--- config.mk ---
export PLATFORM = sky130hd
export DESIGN_NAME = mpmc11_port_arbiter
export DESIGN_NICKNAME = d
export VERILOG_FILES = /design/src/rtl/mpmc11_pkg.sv /design/src/rtl/mpmc11_rr_pick.sv /design/src/rtl/mpmc11_port_arbiter.sv
export SDC_FILE = /design/constraint.sdc
export NUM_CORES = 1
export LEC_CHECK = 0
export CAP_MARGIN = 0
export CORE_ASPECT_RATIO = 0.5
export CORE_MARGIN = 1
export CORE_UTILIZATION = 54
export DETAILED_ROUTE_END_ITERATION = 16
export PLACE_DENSITY = 0.77
export SLEW_MARGIN = 0
export SYNTH_ARGS = -nofsm -noshare
export SYNTH_HDL_FRONTEND = slang
export SYNTH_HIERARCHICAL = 1
export SYNTH_SLANG_ARGS = --single-unit
--- constraint.sdc ---
create_clock -name clk -period 4.8 [get_ports clk]
set_input_delay 0.72 -clock clk [delete_from_list [all_inputs] [get_ports clk]]
set_output_delay 0.72 -clock clk [all_outputs]
set_load 0.05 [all_outputs]
--- src/rtl/mpmc11_pkg.sv ---
// Shared types for the mpmc11 memory controller slice: controller state, arbiter
// state and a small one-hot to index helper.
package mpmc11_pkg;

  typedef enum logic [2:0] {
    IDLE      = 3'd0,
    ACTIVATE  = 3'd1,
    READ      = 3'd2,
    WRITE     = 3'd3,
    PRECHARGE = 3'd4,
    REFRESH   = 3'd5
  } mpmc11_state_t;

  typedef enum logic [1:0] {
    ARB_IDLE  = 2'd0,
    ARB_OFFER = 2'd1,
    ARB_BUSY  = 2'd2
  } mpmc11_arb_state_t;

  localparam int MPMC11_MAX_CH = 16;

  // OR-reduce the positions of set bits; exact for any one-hot or all-zero input.
  function automatic logic [3:0] mpmc11_oh2idx(input logic [MPMC11_MAX_CH-1:0] oh);
    logic [3:0] idx;
    idx = 4'd0;
    for (int i = 0; i < MPMC11_MAX_CH; i++) begin
      idx = idx | ({4{oh[i]}} & 4'(i));
    end
    return idx;
  endfunction

endpackage

--- src/rtl/mpmc11_rr_pick.sv ---
// Combinational round-robin picker: first requester strictly after i_last,
// wrapping from NCH-1 back to 0.
module mpmc11_rr_pick
  import mpmc11_pkg::*;
#(
  parameter int  NCH = 8,
  localparam int CW  = (NCH > 1) ? $clog2(NCH) : 1
) (
  input  logic [NCH-1:0] i_req,
  input  logic [CW-1:0]  i_last,
  output logic [NCH-1:0] o_win_oh,
  output logic           o_found
);

  // Scan NCH positions starting one past the last winner
  always_comb begin
    int            idx;
    logic [CW-1:0] sel;
    logic          hit;
    o_win_oh = '0;
    o_found  = 1'b0;
    idx      = 0;
    sel      = '0;
    hit      = 1'b0;
    for (int k = 1; k <= NCH; k++) begin
      idx           = int'(i_last) + k;
      idx           = (idx >= NCH) ? (idx - NCH) : idx;
      sel           = CW'(idx);
      hit           = i_req[sel] & ~o_found;
      o_win_oh[sel] = hit;
      o_found       = o_found | hit;
    end
  end

endmodule

--- src/rtl/mpmc11_port_arbiter.sv ---
// Channel arbiter in front of the mpmc11 controller: starved channels first, then
// round-robin, with an offer/accept/done handshake against the controller state.
module mpmc11_port_arbiter
  import mpmc11_pkg::*;
#(
  parameter int  NCH          = 8,
  parameter int  STARVE_LIMIT = 15,
  localparam int CW           = (NCH > 1) ? $clog2(NCH) : 1,
  localparam int WW           = $clog2(STARVE_LIMIT + 1)
) (
  input  logic           clk,
  input  logic           rstn,
  input  mpmc11_state_t  state,
  input  logic [NCH-1:0] req,
  input  logic           done,
  output logic           grant_valid,
  output logic [NCH-1:0] grant_oh,
  output logic [CW-1:0]  grant_ch,
  output logic [NCH-1:0] starved
);

  localparam logic [WW-1:0] LIM = WW'(STARVE_LIMIT);

  mpmc11_arb_state_t r_state;
  mpmc11_arb_state_t w_next_state;
  logic              r_grant_valid;
  logic [NCH-1:0]    r_grant_oh;
  logic [CW-1:0]     r_grant_ch;
  logic [CW-1:0]     r_last;
  logic [WW-1:0]     r_wait     [NCH];
  logic [WW-1:0]     w_wait_nxt [NCH];
  logic [NCH-1:0]    r_starved;
  logic [NCH-1:0]    w_rr_oh;
  logic [NCH-1:0]    w_stv_oh;
  logic [NCH-1:0]    w_win_oh;
  logic              w_rr_found;
  logic              w_stv_found;
  logic [CW-1:0]     w_win_ch;
  logic              w_decide;
  logic              w_drop;
  logic              w_release;

  mpmc11_rr_pick #(.NCH(NCH)) u_rr_pick (
    .i_req    (req),
    .i_last   (r_last),
    .o_win_oh (w_rr_oh),
    .o_found  (w_rr_found)
  );

  // Lowest-index requester whose wait counter has saturated
  always_comb begin
    w_stv_oh    = '0;
    w_stv_found = 1'b0;
    for (int i = 0; i < NCH; i++) begin
      w_stv_oh[i] = req[i] & r_starved[i] & ~w_stv_found;
      w_stv_found = w_stv_found | w_stv_oh[i];
    end
  end

  assign w_win_oh = w_stv_found ? w_stv_oh : w_rr_oh;
  assign w_win_ch = CW'(mpmc11_oh2idx(MPMC11_MAX_CH'(w_win_oh)));

  // Next arbiter state and the decide/drop/release events
  always_comb begin
    w_next_state = r_state;
    w_decide     = 1'b0;
    w_drop       = 1'b0;
    w_release    = 1'b0;
    case (r_state)
      ARB_IDLE: begin
        if ((state == IDLE) && (w_stv_found || w_rr_found)) begin
          w_next_state = ARB_OFFER;
          w_decide     = 1'b1;
        end else begin
          w_next_state = ARB_IDLE;
        end
      end
      ARB_OFFER: begin
        // Acceptance by the controller outranks a late request withdrawal.
        if (state != IDLE) begin
          w_next_state = ARB_BUSY;
        end else if ((req & r_grant_oh) == '0) begin
          w_next_state = ARB_IDLE;
          w_drop       = 1'b1;
        end else begin
          w_next_state = ARB_OFFER;
        end
      end
      ARB_BUSY: begin
        if (done) begin
          w_next_state = ARB_IDLE;
          w_release    = 1'b1;
        end else begin
          w_next_state = ARB_BUSY;
        end
      end
      default: begin
        w_next_state = ARB_IDLE;
      end
    endcase
  end

  // Arbiter state, registered grant and round-robin pointer
  always_ff @(posedge clk or negedge rstn) begin
    if (!rstn) begin
      r_state       <= ARB_IDLE;
      r_grant_valid <= 1'b0;
      r_grant_oh    <= '0;
      r_grant_ch    <= '0;
      r_last        <= CW'(NCH - 1);
    end else begin
      r_state       <= w_next_state;
      r_grant_valid <= (w_next_state == ARB_OFFER);
      if (w_decide) begin
        r_grant_oh <= w_win_oh;
        r_grant_ch <= w_win_ch;
      end else if (w_drop || w_release) begin
        r_grant_oh <= '0;
        r_grant_ch <= '0;
      end else begin
        r_grant_oh <= r_grant_oh;
        r_grant_ch <= r_grant_ch;
      end
      if (w_release) begin
        r_last <= r_grant_ch;
      end else begin
        r_last <= r_last;
      end
    end
  end

  // Saturating wait counters: idle channels clear, losers of a decision count up
  always_comb begin
    for (int i = 0; i < NCH; i++) begin
      w_wait_nxt[i] = r_wait[i];
      if (!req[i]) begin
        w_wait_nxt[i] = '0;
      end else if (w_decide && w_win_oh[i]) begin
        w_wait_nxt[i] = '0;
      end else if (w_decide && (r_wait[i] != LIM)) begin
        w_wait_nxt[i] = r_wait[i] + WW'(1);
      end else begin
        w_wait_nxt[i] = r_wait[i];
      end
    end
  end

  // Wait counter and starved flag registers
  always_ff @(posedge clk or negedge rstn) begin
    if (!rstn) begin
      for (int i = 0; i < NCH; i++) begin
        r_wait[i] <= '0;
      end
      r_starved <= '0;
    end else begin
      for (int i = 0; i < NCH; i++) begin
        r_wait[i]    <= w_wait_nxt[i];
        r_starved[i] <= (w_wait_nxt[i] == LIM);
      end
    end
  end

  assign grant_valid = r_grant_valid;
  assign grant_oh    = r_grant_oh;
  assign grant_ch    = r_grant_ch;
  assign starved     = r_starved;

endmodule
==> impl_metrics.toml <==
[timing]
finalCritPeriodShare_pct = 91.5
setup_ws_ns = 0.408
rsz0062_at_grt = "no"
layout_min_cycle_time_ns = 4.39
fin_worst_skew_ns = 0.00672
max_clock_freq_mhz = 228
hold_viol = 0
slew-limit-headroom_pct = 25.4
finalSetupViolations = 0
maxSlewViolCount = 0
finalSetupTns_ns = 0
worst_pin_slew_ns = 1.12

[place]
dp_hpwl_um = 9330
place_ws_ns = 0.279
dp.cells = 639
port-buffer-count = 33
place.gp.congestion = 1.00

[layout]
final_cell_mix = "54 x dfrtp_1, 43 x nand2_1, 35 x nor2_1"
fillers = 643
layout_commonest_cell = "dfrtp_1"
nets = 566
syn_to_final_growth_pct = 17.0
post-route-util_pct = 65.9
n_antenna_cell = 0
multi_input_area_um2 = 2920
ff_latch_area_um2 = 1430
drive_gt1_share_pct = 13.8
stdcell_count = 655

[synthesis]
syn_nets = 527
ys_warn_count = 6
synth_area_um2 = 4550
synth-seq-area-share_pct = 31.4
synth.distinct_cells = 80
synth.avg_cell_area_um2 = 9.13
async_reset_ff_share_pct = 100
synth-seq-cells = 57
netlist_instances = 499
synth-edff-count = 0
ys.flop_type = "dfrtp_1"

[grt]
grt_overflow = 0
grt_pass1_wl_um = 21400
grtUsageTotal_pct = 31.4
antenna_found_initial = 0
grt_pass1_vias = 4181
grt_max_degree = 58

[outcome]
outcome = "complete, no violations"

[drt]
drc = 0
vias = 4444
viasPerCell = 6.78
dr.first_iter.drc_count = 450
ant_nets = 0
wl_per_cell_um = 20.0
routed_wl_um = 13100
firstDrtPassIters = 5

[worst_setup_path]
crit_path_end_kind = "flip-flop"
r2r-end = "r_wait[7]"
worstPathMaxFanout = 14
reg2reg_depth = 12
crit_type = "flip-flop to flip-flop"
rrSetupSlack_ns = 0.41
startpoint_type = "flip-flop"
regToRegStartpoint = "r_last[1]"
critical_path_arrival_ns = 4.59
required_ns = 5.00

[run]
cap_violations = 0

[floorplanning]
rows = 23
core-area_um2 = 8090
dieArea_um2 = 8830
dieHeight_um = 66.9
initial_core_util_pct = 56.3
ios = 34
die_x_um = 132

[worst_hold_path]
hold_class = "input pin to async pin"

[clocking]
cts_max_level = 3
holdBufCountCts = 0
cts_sinks = 57
cts_tree = "done"
clkSlewWorstSetupHoldPaths_ns = 0.05
numCtsBuffers = 9
post-cts-setup-buffers = 0
clock_path_buffers = 2
clk_latency_ns = 0.33
clockRootBuffer = "clkbuf_16"
post_cts_resize_count = 0

[power_and_ir_drop]
vdd_drop_max_v = 0.000350
p_per_area_nw_per_um2 = 628
p_leak_nw = 2.19
## metrics by stage
stage               hold slack [ns]  total power [mW]  cell area, um2
finish                        0.519              3.35            5330
CTS                           0.527              3.30            5330
detailed placement            0.514              2.66            5030
global placement              0.514              2.64            5030
global route                  0.545              3.54            5330
floorplan                     0.424              2.13            4550
## sequential cells by signal, summed over array words and instances, names as in the netlist
signal       count
r_wait          32
grant_oh         8
starved          8
grant_ch         3
r_last           3
r_state          2
grant_valid      1
## routing by layer
layer	global-route usage, %	part of all wire, %
met1	40.3	43
met5	0	0
met2	51.8	45
met4	10.8	2.5
met3	8.52	9.4
## kinds of logic (layout without fill, tap and decap cells)
| family | after synthesis | after routing | share of synthesized area, % |
|---|---|---|---|
| AOI/OAI and AO/OA | 158 | 158 | 26.0 |
| xor gates and xnor gates | 13 | 13 | 2.66 |
| adders and majority gates | 14 | 14 | 3.85 |
| buffers and inverters | 42 | 86 | 4.42 |
| DFF | 57 | 57 | 31.4 |
| muxes | 41 | 41 | 11.8 |
| and+or+nand+nor | 174 | 174 | 19.9 |
## how the worst max path moves through the flow
stage	startpoint	endpoint	slack (ns)	depth (start not counted)
2_1_floorplan	r_last[0]	r_wait[4]	0.47	16
3_3_place_gp	req[3]	r_wait[4]	0.29	11
3_5_place_dp	req[3]	r_wait[7]	0.28	11
4_1_cts	r_last[1]	r_wait[7]	0.49	12
5_1_grt	r_last[1]	r_wait[4]	0.1	12
6_report	r_last[1]	r_wait[7]	0.41	12
## synthesized netlist by cell type (3+ instances only)
| cell type | count | area share (%) |
|---|---|---|
| a211oi_1 | 10 | 1.6 |
| a21o_1 | 4 | 0.66 |
| a21oi_1 | 19 | 2.1 |
| a221o_1 | 3 | 0.66 |
| a221oi_2 | 4 | 1.3 |
| a22o_1 | 6 | 1.2 |
| a22oi_1 | 8 | 1.3 |
| a31oi_1 | 8 | 1.1 |
| a32oi_1 | 4 | 0.77 |
| a41oi_1 | 5 | 0.96 |
| and3_1 | 6 | 0.82 |
| and4b_1 | 3 | 0.66 |
| buf_2 | 11 | 1.2 |
| clkbuf_1 | 8 | 0.66 |
| dfrtp_1 | 54 | 30 |
| dfstp_2 | 3 | 1.7 |
| ha_1 | 14 | 3.8 |
| inv_1 | 17 | 1.4 |
| mux2_1 | 4 | 0.99 |
| mux2_2 | 7 | 1.7 |
| mux2i_1 | 21 | 4.6 |
| mux4_2 | 9 | 4.5 |
| nand2_1 | 43 | 3.5 |
| nand2b_1 | 9 | 1.2 |
| nand3_1 | 30 | 3.3 |
| nand4_1 | 5 | 0.69 |
| nand4b_1 | 4 | 0.77 |
| nor2_1 | 35 | 2.9 |
| nor3_1 | 14 | 1.5 |
| nor3b_1 | 3 | 0.49 |
| nor4_1 | 6 | 0.82 |
| o2111ai_1 | 3 | 0.58 |
| o211ai_1 | 9 | 1.5 |
| o211ai_2 | 4 | 1.1 |
| o21ai_0 | 28 | 3.1 |
| o22ai_1 | 3 | 0.41 |
| o311ai_0 | 3 | 0.58 |
| o31ai_1 | 9 | 1.5 |
| xor2_1 | 10 | 1.9 |
## final cells by class
cell class | count | share of cell area (%)
well taps | 112 | 2.63
repair buffers | 52 | 8.79
clock buffers | 11 | 4.56
flip-flops and latches | 57 | 26.8
inverters | 18 | 1.27
multi-input cells | 400 | 54.9
clock inverters | 5 | 1.03
## power breakdown
group / switching, mW / internal, mW
clock network: 0.222 / 0.413
logic: 1.29 / 0.790
registers: 0.0833 / 0.554
total: 1.59 / 1.76
## worst max-delay path, stage by stage, from the launching register on
cell and delay (ns):
dfstp_2 0.64, inv_1 0.14, ha_1 0.51, buf_4 0.27, mux4_2 0.54, or4b_4 0.54
nor3_4 0.26, a21oi_1 0.11, a32oi_1 0.36, a21boi_0 0.22, o211ai_1 0.17, o21ai_0 0.40
a211oi_1 0.09
(Power assumes the default switching activity.)
==> edit, RTL diff (config.mk and constraints unchanged) <==
The parameter `STARVE_LIMIT` goes from 15 to 14.
--- a/src/rtl/mpmc11_port_arbiter.sv
+++ b/src/rtl/mpmc11_port_arbiter.sv
@@ -5,5 +5,5 @@
 #(
   parameter int  NCH          = 8,
-  parameter int  STARVE_LIMIT = 15,
+  parameter int  STARVE_LIMIT = 14,
   localparam int CW           = (NCH > 1) ? $clog2(NCH) : 1,
   localparam int WW           = $clog2(STARVE_LIMIT + 1)
Behaviour: same outputs for any inputs over 4 cycles, from zero or initial values and one cycle with rstn low; that may be too few to reach the edited logic, so the function may still have changed.
==> edit against the original RTL <==
  * Combinational power is 3% lower
  * Worst setup slack better by 0.18 ns
  * Sequential cell count stayed put
  * Sequential power hardly changed
  * Sequential share of layout area fell by 1.1 points
  * Critical endpoint is now starved[7]
  * Final area increased by 4.2%
  * Synthesized area up 4.3%
  * Routed wire length rose by 1.0%
  * Count of clock-buffer cells in the layout stayed put
  * Total power decreased by 0.52%
==> edit: results (changes against the original RTL) <==
* Outcome: complete, no violations
* Post-Route WL at 13200 um (+1.0%)
* Setup WS pre-CTS at 0.383 ns (+0.105 ns)
* R2R depth at 14 (+2)
* LEAKAGE at 0.00230 uW (+5.2%)
* Syn nets at 564 (+7.0%)
* Fin Clk Skew at 0.00438 ns (-0.00233 ns)
* CP arrival at 4.43 ns (-0.16 ns)
* Total CTS buffers at 9 (unchanged)
* Vias per inst at 6.68 (-1.5%)
* First-pass GRT wire length at 21300 um (-0.48%)
* Register area share after synthesis at 0.301 (-0.0130)
* XOR/XNOR Fraction of Synth Area at 0.0237 (-0.00295)
* Share of cells above drive strength 1 at 0.136 (-0.00247)
* GR Util met3 at 0.0652 (-0.0201)
* Clk_lat worst skew at 0.33 ns (about the same)
* Grt met2 use at 0.483 (-0.0346)
* Yosys cell types at 81 (+1.3%)
* VDD IR-drop max at 399 uV (+14%)
* Nets at 606 (+7.1%)
* Net switching power at 1550 uW (-2.8%)
* WHS at 0.505 ns (-0.0139 ns)
* Post-synth top cells: dfrtp_1 (54), nand2_1 (50), nor2_1 (45), nand3_1 (35), mux2i_1 (29)
* HP Class: flop to flop
* Initial drt markers at 469 (+4.2%)
* Met1 Use GR at 0.418 (+0.0142)
* Wire per inst at 19.2 um (-3.7%)
* Area after DPL at 5240 sq um (+4.1%)
* Worst-path clk slew at 0.05 ns (about the same)
* Pre-antenna DRT Iters at 7 (+2)
* Largest fanout on the critical path at 10 (-4)
* Adder-Cell Fraction of Synth Area at 0.0579 (+0.0195)
* Clock group share of total power at 0.202 (+0.012)
* Avg Synthesized Cell Area at 9.00 sq um (-1.4%)
* Synth top area cells: dfrtp_1 (28%), mux2i_1 (6.1%), ha_1 (5.8%), mux4_2 (4.3%), nand2_1 (4.0%)
* Vias in the first global route at 4190 (+0.22%)
* Synth Area in Compound Gates at 0.242 (-0.0184)
* GR Util All Layers at 0.303 (-0.0112)
* RD Place Congestion at 0.991 (-1.2%)
* Filler Cell Count at 648 (+0.78%)
* Mux cell area share after synthesis at 0.120 (+0.00250)
* R2R setup slack at 0.58 ns (+0.18 ns)
* Combinational Power Share at 0.606 (-0.014)
* Ant. Diodes at 0 (unchanged)
* Hpwl dp at 9570 um (+2.6%)
* Cells after DPL at 671 (+5.0%)
* P per Cell Area at 600 nW/um^2 (-4.5%)
* Relative slew slack at 0.476 (+0.222)
* Reg2reg end: starved[7]
==> edit: worst max-delay path by stage <==
stage	endpoint	cells after the start	slack, ns	startpoint
detailed placement	starved[7]	13	0.38	req[1]
global route	starved[7]	14	0.31	r_last[1]
floorplan	starved[7]	17	0.26	r_last[0]
finish	starved[7]	14	0.58	r_last[1]
global placement	starved[7]	13	0.46	req[1]
CTS	r_wait[17]	12	0.68	r_last[1]
==> edit: cell type report <==
type / count / area, sq um / area share
Tap cell: 112 / 140 / 0.0253
Multi-Input combinational cell: 423 / 3090 / 0.557
Inverter: 25 / 93.8 / 0.0169
Sequential cell: 57 / 1430 / 0.258
Timing Repair Buffer: 54 / 483 / 0.0871
Clock buffer: 11 / 233 / 0.0419
Clock inverter: 5 / 80.1 / 0.0144
==> edit: per-layer routing <==
metal  part of all wire  wire, um  vias up
met5                  0         0        -
met4              0.025       332        0
met3              0.084      1110       44
met2               0.44      5830      246
met1               0.45      5930     2194
li1                   -         -     2106
